==> config.mk <==
export PLATFORM = sky130hd
export DESIGN_NAME = reg_alu_ctrl_flat
export DESIGN_NICKNAME = d
export VERILOG_FILES = /design/src/rtl/reg_alu_ctrl_if.sv /design/src/rtl/reg_alu_ctrl.sv /design/src/flat_wrapper.sv
export SDC_FILE = /design/constraint.sdc
export NUM_CORES = 1
export LEC_CHECK = 0
export CORE_AREA = 2 2 65 67
export CTS_CLUSTER_SIZE = 12
export DETAILED_ROUTE_END_ITERATION = 6
export DIE_AREA = 0 0 67 69
export GPL_TIMING_DRIVEN = 1
export PLACE_DENSITY = 0.79
export SLEW_MARGIN = 20
export SYNTH_ARGS = -nofsm -noshare
export SYNTH_HDL_FRONTEND = slang
export SYNTH_SLANG_ARGS = --single-unit
==> constraint.sdc <==
create_clock -name clk -period 1.5 [get_ports clk]
set_input_delay 0.15 -clock clk [delete_from_list [all_inputs] [get_ports clk]]
set_output_delay 0.15 -clock clk [all_outputs]
set_load 0.02 [all_outputs]
==> src/rtl/reg_alu_ctrl_if.sv <==
// ---------------------------------------------------------------------------
// reg_alu_ctrl_if
// Instruction handshake between an instruction source and reg_alu_ctrl.
//   instr        16-bit instruction word (source -> controller)
//   instr_valid  instr is valid this cycle (source -> controller)
//   instr_ready  controller accepts instr this cycle (controller -> source)
// The source holds instr/instr_valid until a cycle with instr_ready=1.
// ---------------------------------------------------------------------------
interface reg_alu_ctrl_if;
    logic [15:0] instr;
    logic        instr_valid;
    logic        instr_ready;

    modport master (
        output instr,
        output instr_valid,
        input  instr_ready
    );

    modport slave (
        input  instr,
        input  instr_valid,
        output instr_ready
    );
endinterface

==> src/rtl/reg_alu_ctrl.sv <==
// ---------------------------------------------------------------------------
// reg_alu_ctrl
// Instruction-sequencing controller for the reg_alu datapath. Each accepted
// 16-bit instruction is latched into the instruction register (IR) and
// expanded into datapath cycles:
//   LOADI (00): accept -> EXEC_WR                  (2 cycles)
//   ALU   (01): accept -> EXEC_RD -> EXEC_WR       (3 cycles)
//   NOP   (10): accept only, stays in IDLE         (1 cycle)
//   HALT  (11): accept -> HALT, left only by reset
// Ports:
//   clk, reset    clock and synchronous active-high reset
//   bus           instruction handshake (slave side)
//   cout          carry out of reg_alu, captured on ALU writes
//   sel, wr, op   reg_alu controls (sel: 0 = d_in, 1 = ALU result)
//   rd_addr_a/b   register-file read addresses
//   wr_addr       register-file write address
//   d_in          zero-extended LOADI immediate
//   carry_flag    cout latched at the last ALU write
//   instr_count   retired-instruction counter (wraps silently)
//   halted        HALT has been executed
// ---------------------------------------------------------------------------
module reg_alu_ctrl (
    input  logic          clk,
    input  logic          reset,
    reg_alu_ctrl_if.slave bus,
    input  logic          cout,
    output logic          sel,
    output logic          wr,
    output logic [1:0]    op,
    output logic [2:0]    rd_addr_a,
    output logic [2:0]    rd_addr_b,
    output logic [2:0]    wr_addr,
    output logic [15:0]   d_in,
    output logic          carry_flag,
    output logic [7:0]    instr_count,
    output logic          halted
);
    typedef enum logic [1:0] {
        S_IDLE    = 2'b00,
        S_EXEC_RD = 2'b01,
        S_EXEC_WR = 2'b10,
        S_HALT    = 2'b11
    } state_t;

    localparam logic [1:0] CLS_LOADI = 2'b00;
    localparam logic [1:0] CLS_ALU   = 2'b01;
    localparam logic [1:0] CLS_NOP   = 2'b10;
    localparam logic [1:0] CLS_HALT  = 2'b11;

    state_t      state_q, state_d;
    logic [15:0] ir_q, ir_d;
    logic        carry_q, carry_d;
    logic [7:0]  count_q, count_d;
    logic        halted_q, halted_d;
    logic        ready;
    logic        wr_en;

    always_comb begin
        state_d  = state_q;
        ir_d     = ir_q;
        carry_d  = carry_q;
        count_d  = count_q;
        halted_d = halted_q;
        ready    = 1'b0;
        wr_en    = 1'b0;

        case (state_q)
            S_IDLE: begin
                ready = 1'b1;
                if (bus.instr_valid) begin
                    ir_d = bus.instr;
                    case (bus.instr[15:14])
                        CLS_LOADI: state_d = S_EXEC_WR;
                        CLS_ALU:   state_d = S_EXEC_RD;
                        CLS_NOP:   count_d = count_q + 8'd1;
                        CLS_HALT: begin
                            state_d  = S_HALT;
                            halted_d = 1'b1;
                            count_d  = count_q + 8'd1;
                        end
                        default:   state_d = S_IDLE;
                    endcase
                end
            end
            S_EXEC_RD: state_d = S_EXEC_WR;
            S_EXEC_WR: begin
                wr_en   = 1'b1;
                count_d = count_q + 8'd1;
                // LOADI does not touch the ALU, so its write keeps the old carry.
                if (ir_q[15:14] == CLS_ALU) begin
                    carry_d = cout;
                end
                state_d = S_IDLE;
            end
            S_HALT: halted_d = 1'b1;
            default: state_d = S_IDLE;
        endcase

        // Reset masks the handshake and the write strobe in the same cycle,
        // so an instruction in flight is aborted without touching the regfile.
        if (reset) begin
            ready = 1'b0;
            wr_en = 1'b0;
        end
    end

    always_ff @(posedge clk) begin
        if (reset) begin
            state_q  <= S_IDLE;
            ir_q     <= 16'd0;
            carry_q  <= 1'b0;
            count_q  <= 8'd0;
            halted_q <= 1'b0;
        end else begin
            state_q  <= state_d;
            ir_q     <= ir_d;
            carry_q  <= carry_d;
            count_q  <= count_d;
            halted_q <= halted_d;
        end
    end

    // Datapath fields decode from the IR in every state; only wr qualifies them.
    assign bus.instr_ready = ready;
    assign wr          = wr_en;
    assign sel         = (ir_q[15:14] == CLS_ALU);
    assign op          = ir_q[13:12];
    assign rd_addr_a   = ir_q[11:9];
    assign rd_addr_b   = ir_q[8:6];
    assign wr_addr     = (ir_q[15:14] == CLS_LOADI) ? ir_q[13:11] : ir_q[5:3];
    assign d_in        = {5'b0, ir_q[10:0]};
    assign carry_flag  = carry_q;
    assign instr_count = count_q;
    assign halted      = halted_q;
endmodule
==> src/flat_wrapper.sv <==
// flat-port wrapper written by rule: the top's interface ports become plain ports
module reg_alu_ctrl_flat 
  (clk, reset, cout, sel, wr, op, rd_addr_a, rd_addr_b, wr_addr, d_in, carry_flag, instr_count, halted, bus_instr, bus_instr_valid, bus_instr_ready);
  reg_alu_ctrl_if bus_i ();
  input  logic clk;
  input  logic reset;
  input  logic cout;
  output logic sel;
  output logic wr;
  output logic [1:0] op;
  output logic [2:0] rd_addr_a;
  output logic [2:0] rd_addr_b;
  output logic [2:0] wr_addr;
  output logic [15:0] d_in;
  output logic carry_flag;
  output logic [7:0] instr_count;
  output logic halted;
  input wire logic [$bits(bus_i.instr)-1:0] bus_instr;
  input wire logic [$bits(bus_i.instr_valid)-1:0] bus_instr_valid;
  output wire logic [$bits(bus_i.instr_ready)-1:0] bus_instr_ready;
  assign bus_i.instr = bus_instr;
  assign bus_i.instr_valid = bus_instr_valid;
  assign bus_instr_ready = bus_i.instr_ready;
  reg_alu_ctrl u_core (.clk(clk), .reset(reset), .bus(bus_i), .cout(cout), .sel(sel), .wr(wr), .op(op), .rd_addr_a(rd_addr_a), .rd_addr_b(rd_addr_b), .wr_addr(wr_addr), .d_in(d_in), .carry_flag(carry_flag), .instr_count(instr_count), .halted(halted));
endmodule
==> results of run 1 <==
==> worst min-delay path, cell delays in order <==
cell,delay (ns)
clkdlybuf4s50_1,0.39
nand2_1,0.05
a21oi_1,0.05
==> where the power goes <==
| part | total, mW | internal [mW] | switching (mW) |
|---|---|---|---|
| Sequential | 0.909 | 0.844 | 0.0656 |
| Clock | 0.472 | 0.235 | 0.237 |
| Combinational | 1.16 | 0.581 | 0.575 |
==> metrics by stage <==
stage	instances	setup WS [ns]	instance area, µm²	hold slack (ns)
after floorplan	178	-0.0381	1460	0.286
after global placement	272	-0.157	2010	0.445
after detailed placement	272	-0.133	2010	0.449
after CTS	278	0.0000784	2080	0.401
after global routing	278	-0.0669	2100	0.404
final	278	-0.0222	2100	0.405
==> synth_stat cells <==
library cell / number / area share (%)
and2b_4: 1 / 0.70
a21oi_1: 27 / 9.5
xor2_1: 3 / 1.9
buf_6: 1 / 0.79
and4_1: 1 / 0.62
ha_1: 6 / 5.3
and2_2: 1 / 0.53
or4_1: 3 / 1.6
nand3_1: 4 / 1.4
o211ai_1: 1 / 0.53
conb_1: 1 / 0.26
o31ai_1: 2 / 1.1
mux2_2: 3 / 2.4
nor2_4: 1 / 0.79
buf_4: 24 / 13
o21ai_0: 6 / 2.1
nand4_1: 2 / 0.88
nor2_1: 6 / 1.6
nand2_1: 35 / 9.3
nand2b_1: 1 / 0.44
clkbuf_1: 6 / 1.6
inv_1: 3 / 0.79
nor3b_1: 1 / 0.53
or4b_1: 1 / 0.70
dfxtp_1: 28 / 39
nor2b_1: 3 / 1.3
or3_1: 2 / 0.88
and3_1: 1 / 0.44
==> final cells by class <==
type	instances	area [µm²]	share of cell area, %
multi-input combinational	116	701	33.4
inverter	3	11.3	0.537
sequential	28	563	26.8
timing repair buffer	77	704	33.6
clock buffer	4	55.1	2.63
tap	50	62.6	2.98
==> sequential cells by signal, summed over array words and instances (netlist names) <==
register and count:
u_core.halted 1, u_core.state_q 2, u_core.ir_q 16, u_core.carry_flag 1, u_core.instr_count 8
==> what timing repair did <==
action / in CTS / in global routing
endpoints found under the setup margin: 9 / 12
setup buffers: 2 / 0
pin swaps: 4 / 3
gates resized for setup: 24 / 12
==> cell usage in the layout (no fill, tap or decap), drive strengths merged <==
cell	count
xor2	3
a21oi	27
ha	6
clkdlybuf4s15	1
and2b	1
o211ai	1
nand4	2
or3	2
dfxtp	28
and4	1
nor2	7
nand2b	1
and3	1
inv	3
dlygate4sd2	2
nor3b	1
buf	27
and2	1
dlymetal6s2s	2
nand3	4
o21ai	6
clkdlybuf4s50	44
o31ai	2
or4	3
or4b	1
nand2	35
nor2b	3
mux2	3
conb	5
clkbuf	5
==> path summary, 6_finish.rpt <==
check	depth (start not counted)	slack (ns)	to	startpoint
setup / recovery	6	-0.02	u_core.instr_count[7]	u_core.state_q[1]
hold / removal	3	0.41	u_core.ir_q[3]	bus_instr[3]
setup reg to reg	6	-0.02	u_core.instr_count[7]	u_core.state_q[1]
hold reg to reg	2	0.46	u_core.ir_q[2]	u_core.ir_q[2]
==> routing by layer <==
| layer | part of all wire [%] | wire length (µm) | vias to the layer above | global-route usage [%] |
|---|---|---|---|---|
| met1 | 43 | 1390 | 594 | 17.0 |
| met2 | 48 | 1550 | 54 | 25.1 |
| li1 | - | - | 662 | - |
| met3 | 6.7 | 217 | 7 | 2.94 |
| met4 | 2.4 | 77 | 0 | 6.80 |
| met5 | 0 | 0 | - | 0 |
==> cell families (layout without fill, tap and decap cells) <==
| family | count (synthesis) | in the layout | share of synthesized area (%) |
|---|---|---|---|
| compound gates | 36 | 36 | 13.2 |
| xor+xnor | 3 | 3 | 1.85 |
| fa+ha+maj | 6 | 6 | 5.29 |
| buf+inv | 34 | 84 | 15.9 |
| flops | 28 | 28 | 39.5 |
| mux | 3 | 3 | 2.38 |
| other cells | 1 | 5 | 0.264 |
| simple gates | 63 | 63 | 21.7 |
==> flow_summary.yaml, run 1 <==
status:
  status: "finished with violations"
  violations: "setup timing"
yosys:
  synthCells: 174
  synth_seq_cells: 28
  yosysUniqueCellTypes: 28
  synth_area_per_cell_um2: 8.16
  syn-cell-area_mm2: 0.00142
  yosysWarnings: 0
  seq_area_frac_synth_pct: 39.5
cts:
  cts_sinks: 28
  cts_tree: "built"
  cts_root_buf: "clkbuf_8"
  clock_latency_ns: 0.28
  cts_max_path_buffers: 2
  hold_buffers: 0
  cts_buffers: 3
  clkTransAtPathRegs_ns: 0.10
  htreeDepth: 1
drt:
  totalWireLength_um: 3240
  drcViolationCount: 0
  firstDrtPassIters: 4
  ant_nets: 0
  first_iter_violations: 48
  post_drt_wl_per_cell_um: 11.6
  viasPerCell: 4.74
  dr_total_vias: 1317
critical_path:
  endpoint_kind: "flop"
  cp_top_family: "simple AND/OR/NAND/NOR gates"
  cp_cell_sequence: "inv_2 > ha_4 > and2b_4 > nor2_4 > or4_4 > a21oi_2"
  cpPeakStageDelay_ns: 0.42
  cpMaxStageDelayCell: "or4_4"
  cp.required_ns: 1.71
  start_kind: "flop"
  timing_worst_setup_path_type: "reg -> reg"
  crit_buf_inv: 1
  path_max_fanout: 7
  worstPathArrival_ns: 1.73
finish:
  layout-drive-gt1-share_pct: 23.2
  final_util_pct: 53.6
  n_fill_cell: 385
  area_delta_synth_final_pct: 47.7
  nets: 255
  n_antenna_cell: 0
grt:
  grt_max_degree: 16
  grt_antenna_before_repair: 0
  grt_pass1_wl_um: 5400
  grt_overflow: 0
  track_usage_pct: 14.6
  grt_pass1_vias: 1291
timing:
  finalCritPeriodShare_pct: 101
  hold_viol: 0
  rsz0062_at_grt: "yes"
  setup_ws_ns: -0.0222
  setup-violations-final: 1
  slew_viol_final: 0
  fmax_ghz: 0.657
  fin_tns_setup_ns: -0.0222
  clock_skew_ns: 0.00787
  layout_min_cycle_time_ns: 1.52
power:
  leakage_nw: 0.871
  total_power_mw: 2.54
  peakVddDrop_mv: 0.515
  power.density_mw_per_mm2: 1210
placed_design:
  routabilityCongestion: 0.774
  portBuffers: 54
  dp_hpwl_um: 2420
min_path:
  hold_path_class: "in -> reg"
die:
  io-pin-count: 60
  num_rows: 23
  core_mm2: 0.00391
  initial_utilization_pct: 36.3
  die_y_um: 69
  design.die.area_mm2: 0.00462
  die_x_um: 67
job:
  drv_cap: 0
Power figures use the tool's default switching activity.
==> inputs of run 2 (changes only) <==
- ABC_AREA: default -> 1
- PLACE_DENSITY: 0.79 -> 0.8
- SLEW_MARGIN: 20 -> 30
==> flow_summary.yaml, run 2 <==
yosys:
  ys_async_sr_fraction_pct: 0
  yosys-top-cells-area: "dfxtp_1 39%, buf_4 13%, nor2_1 12%"
  synthCells: 200
  synth_seq_cells: 28
  syn-cell-area_mm2: 0.00145
  yosysWarnings: 0
  synth_enable_flop_cells: 0
  synth_top_area_share_pct: 38.7
  synth_area_per_cell_um2: 7.24
  seq_area_frac_synth_pct: 38.7
  synth_flop_cell: "dfxtp_1"
  yosysUniqueCellTypes: 18
  ys_top_cells_by_count: "45 x nor2_1, 28 x dfxtp_1, 26 x nand2_1, 25 x buf_4, 17 x o21ai_0"
  synth_top_cell_by_area: "dfxtp_1"
  yosysMostFrequentCell: "nor2_1"
critical_path:
  r2r_start: "u_core.state_q[1]"
  cp_cell_sequence: "clkdlybuf4s50_1"
  cpMaxStageDelayCell: "clkdlybuf4s50_1"
  crit_buf_inv: 1
  worstPathArrival_ns: 1.28
  r2r_end: "u_core.instr_count[4]"
  start_kind: "flop"
  cp.required_ns: 1.35
  rr_worst_depth: 7
  ff2ff_setup_slack_ns: 0.13
  timing_worst_setup_path_type: "reg -> out"
  path_max_fanout: 3
  cpPeakStageDelay_ns: 0.63
  cp_top_family: "buffers and inverters"
  endpoint_kind: "output pin"
power:
  pwr-share-clk_pct: 18.5
  peakVddDrop_mv: 0.983
  p_comb_share_pct: 49.0
  leakage_nw: 0.904
  share_seq_of_total_power_pct: 32.5
  power.density_mw_per_mm2: 1570
  intPower_mw: 1.99
  p_sw_mw: 1.20
  p_sw_share_pct: 37.6
  total_power_mw: 3.19
timing:
  slew_viol_final: 0
  max_slew_margin_pct: 62.6
  setup-violations-final: 0
  hold_viol: 0
  layout_min_cycle_time_ns: 1.43
  worst_pin_slew_ns: 0.561
  fmax_ghz: 0.700
  clock_skew_ns: 0.00267
  rsz0062_at_grt: "no"
  fin_hold_ws_ns: 0.457
  finalCritPeriodShare_pct: 95.2
finish:
  max_flop_register: "u_core.ir_q"
  layout-drive-gt1-share_pct: 12.2
  nets: 273
  final_cell_mix: "43 x nor2_1, 43 x clkdlybuf4s50_1, 27 x dfxtp_1"
  largest_reg_flops: 16
  n_antenna_cell: 0
  final_util_pct: 51.9
  area_delta_synth_final_pct: 40.3
grt:
  track_usage_pct: 13.0
  grt_antenna_before_repair: 0
  grt_pass1_vias: 1158
  grt_max_degree: 23
  grt_pass1_wl_um: 4760
  grt_overflow: 0
drt:
  dr_total_vias: 1320
  viasPerCell: 4.46
  ant_nets: 0
  first_iter_violations: 76
  firstDrtPassIters: 4
  drcViolationCount: 0
  totalWireLength_um: 3030
  post_drt_wl_per_cell_um: 10.2
min_path:
  hold_depth: 3
  hold_path_class: "in -> reg"
  hold_start: "cout"
  holdPathEnd: "u_core.carry_flag"
cts:
  htreeDepth: 1
  cts_sinks: 28
  cts_max_path_buffers: 2
  cts_root_buf: "clkbuf_8"
  cts_tree: "built"
  clock_latency_ns: 0.27
  hold_buffers: 0
  clkTransAtPathRegs_ns: 0.10
  cts_buffers: 3
die:
  die_y_um: 69
  num_rows: 23
  io-pin-count: 60
  core_mm2: 0.00391
  die_x_um: 67
  design.die.area_mm2: 0.00462
  initial_utilization_pct: 37.0
placed_design:
  routabilityCongestion: 0.772
  portBuffers: 54
  dp_hpwl_um: 2340
job:
  drv_cap: 0
status:
  status: "complete, no violations"
[run 2: cell types whose count changed in the layout (fill, tap and decap cells not counted), moves of 8 or more]
cell	previous run	this run
nor2_1	5	43
buf_4	22	13
nand2_1	35	26
a21oi_1	23	13
inv_1	1	15
o21ai_0	5	17
nand3_1	4	12
[run 2: worst max-delay path by stage]
stage / cells after the start / start / slack, ns / to
finish: 1 / u_core.ir_q[13] / 0.07 / op[1]
global placement: 5 / reset / -0.10 / u_core.ir_q[4]
floorplan: 7 / u_core.state_q[0] / 0.14 / u_core.instr_count[0]
CTS: 5 / u_core.ir_q[14] / 0.02 / wr_addr[1]
global route: 8 / u_core.state_q[1] / 0.002 / u_core.instr_count[6]
detailed placement: 5 / reset / -0.13 / u_core.ir_q[4]
[run 2: metrics by stage]
step                worst slack [ns]  setup TNS (ns)  instance area [µm²]  instances
finish                        0.0718               0                 2030        296
global route                 0.00203               0                 2030        296
CTS                           0.0160               0                 2030        296
detailed placement            -0.130           -1.80                 1970        292
global placement              -0.104           -1.27                 1970        292
floorplan                      0.137               0                 1460        204
[run 2: cells by family after synthesis]
group,after synthesis,synth area share [%]
adders and majority gates,6,5.19
AOI/OAI and AO/OA,31,10.9
DFF,28,38.7
muxes,2,1.56
buffers and inverters,45,18.9
and+or+nand+nor,87,24.5
other,1,0.259
[run 2: area by class of cell]
cell class / instances / area (µm²)
fillers: 396 / 1880
well taps: 50 / 62.6
flip-flops and latches: 28 / 562
repair buffers: 68 / 636
multi-input cells: 131 / 643
clock buffers: 3 / 41.3
clock inverters: 1 / 30.0
inverters: 15 / 56.3
[run 2: power groups by stage]
stage	sequential (mW)	combinational, mW	clock, mW
6_report	1.03	1.56	0.591
4_1_cts	1.04	1.57	0.613
3_5_place_dp	1.05	1.61	0
5_1_grt	1.06	1.71	0.648
3_3_place_gp	1.04	1.58	0
2_1_floorplan	1.05	1.06	0
[run 2: routing by layer]
layer,part of all wire [%],track usage [%],vias up
li1,-,-,696
met5,0,0,-
met3,6.5,2.12,2
met2,47,23.8,43
met1,46,15.1,579
met4,0.43,3.40,0
[run 2: repair_timing]
action	in CTS	in global routing
gates resized for setup	22	10
endpoints found under the setup margin	9	10
hold endpoints to repair	0	0
setup buffers	0	0
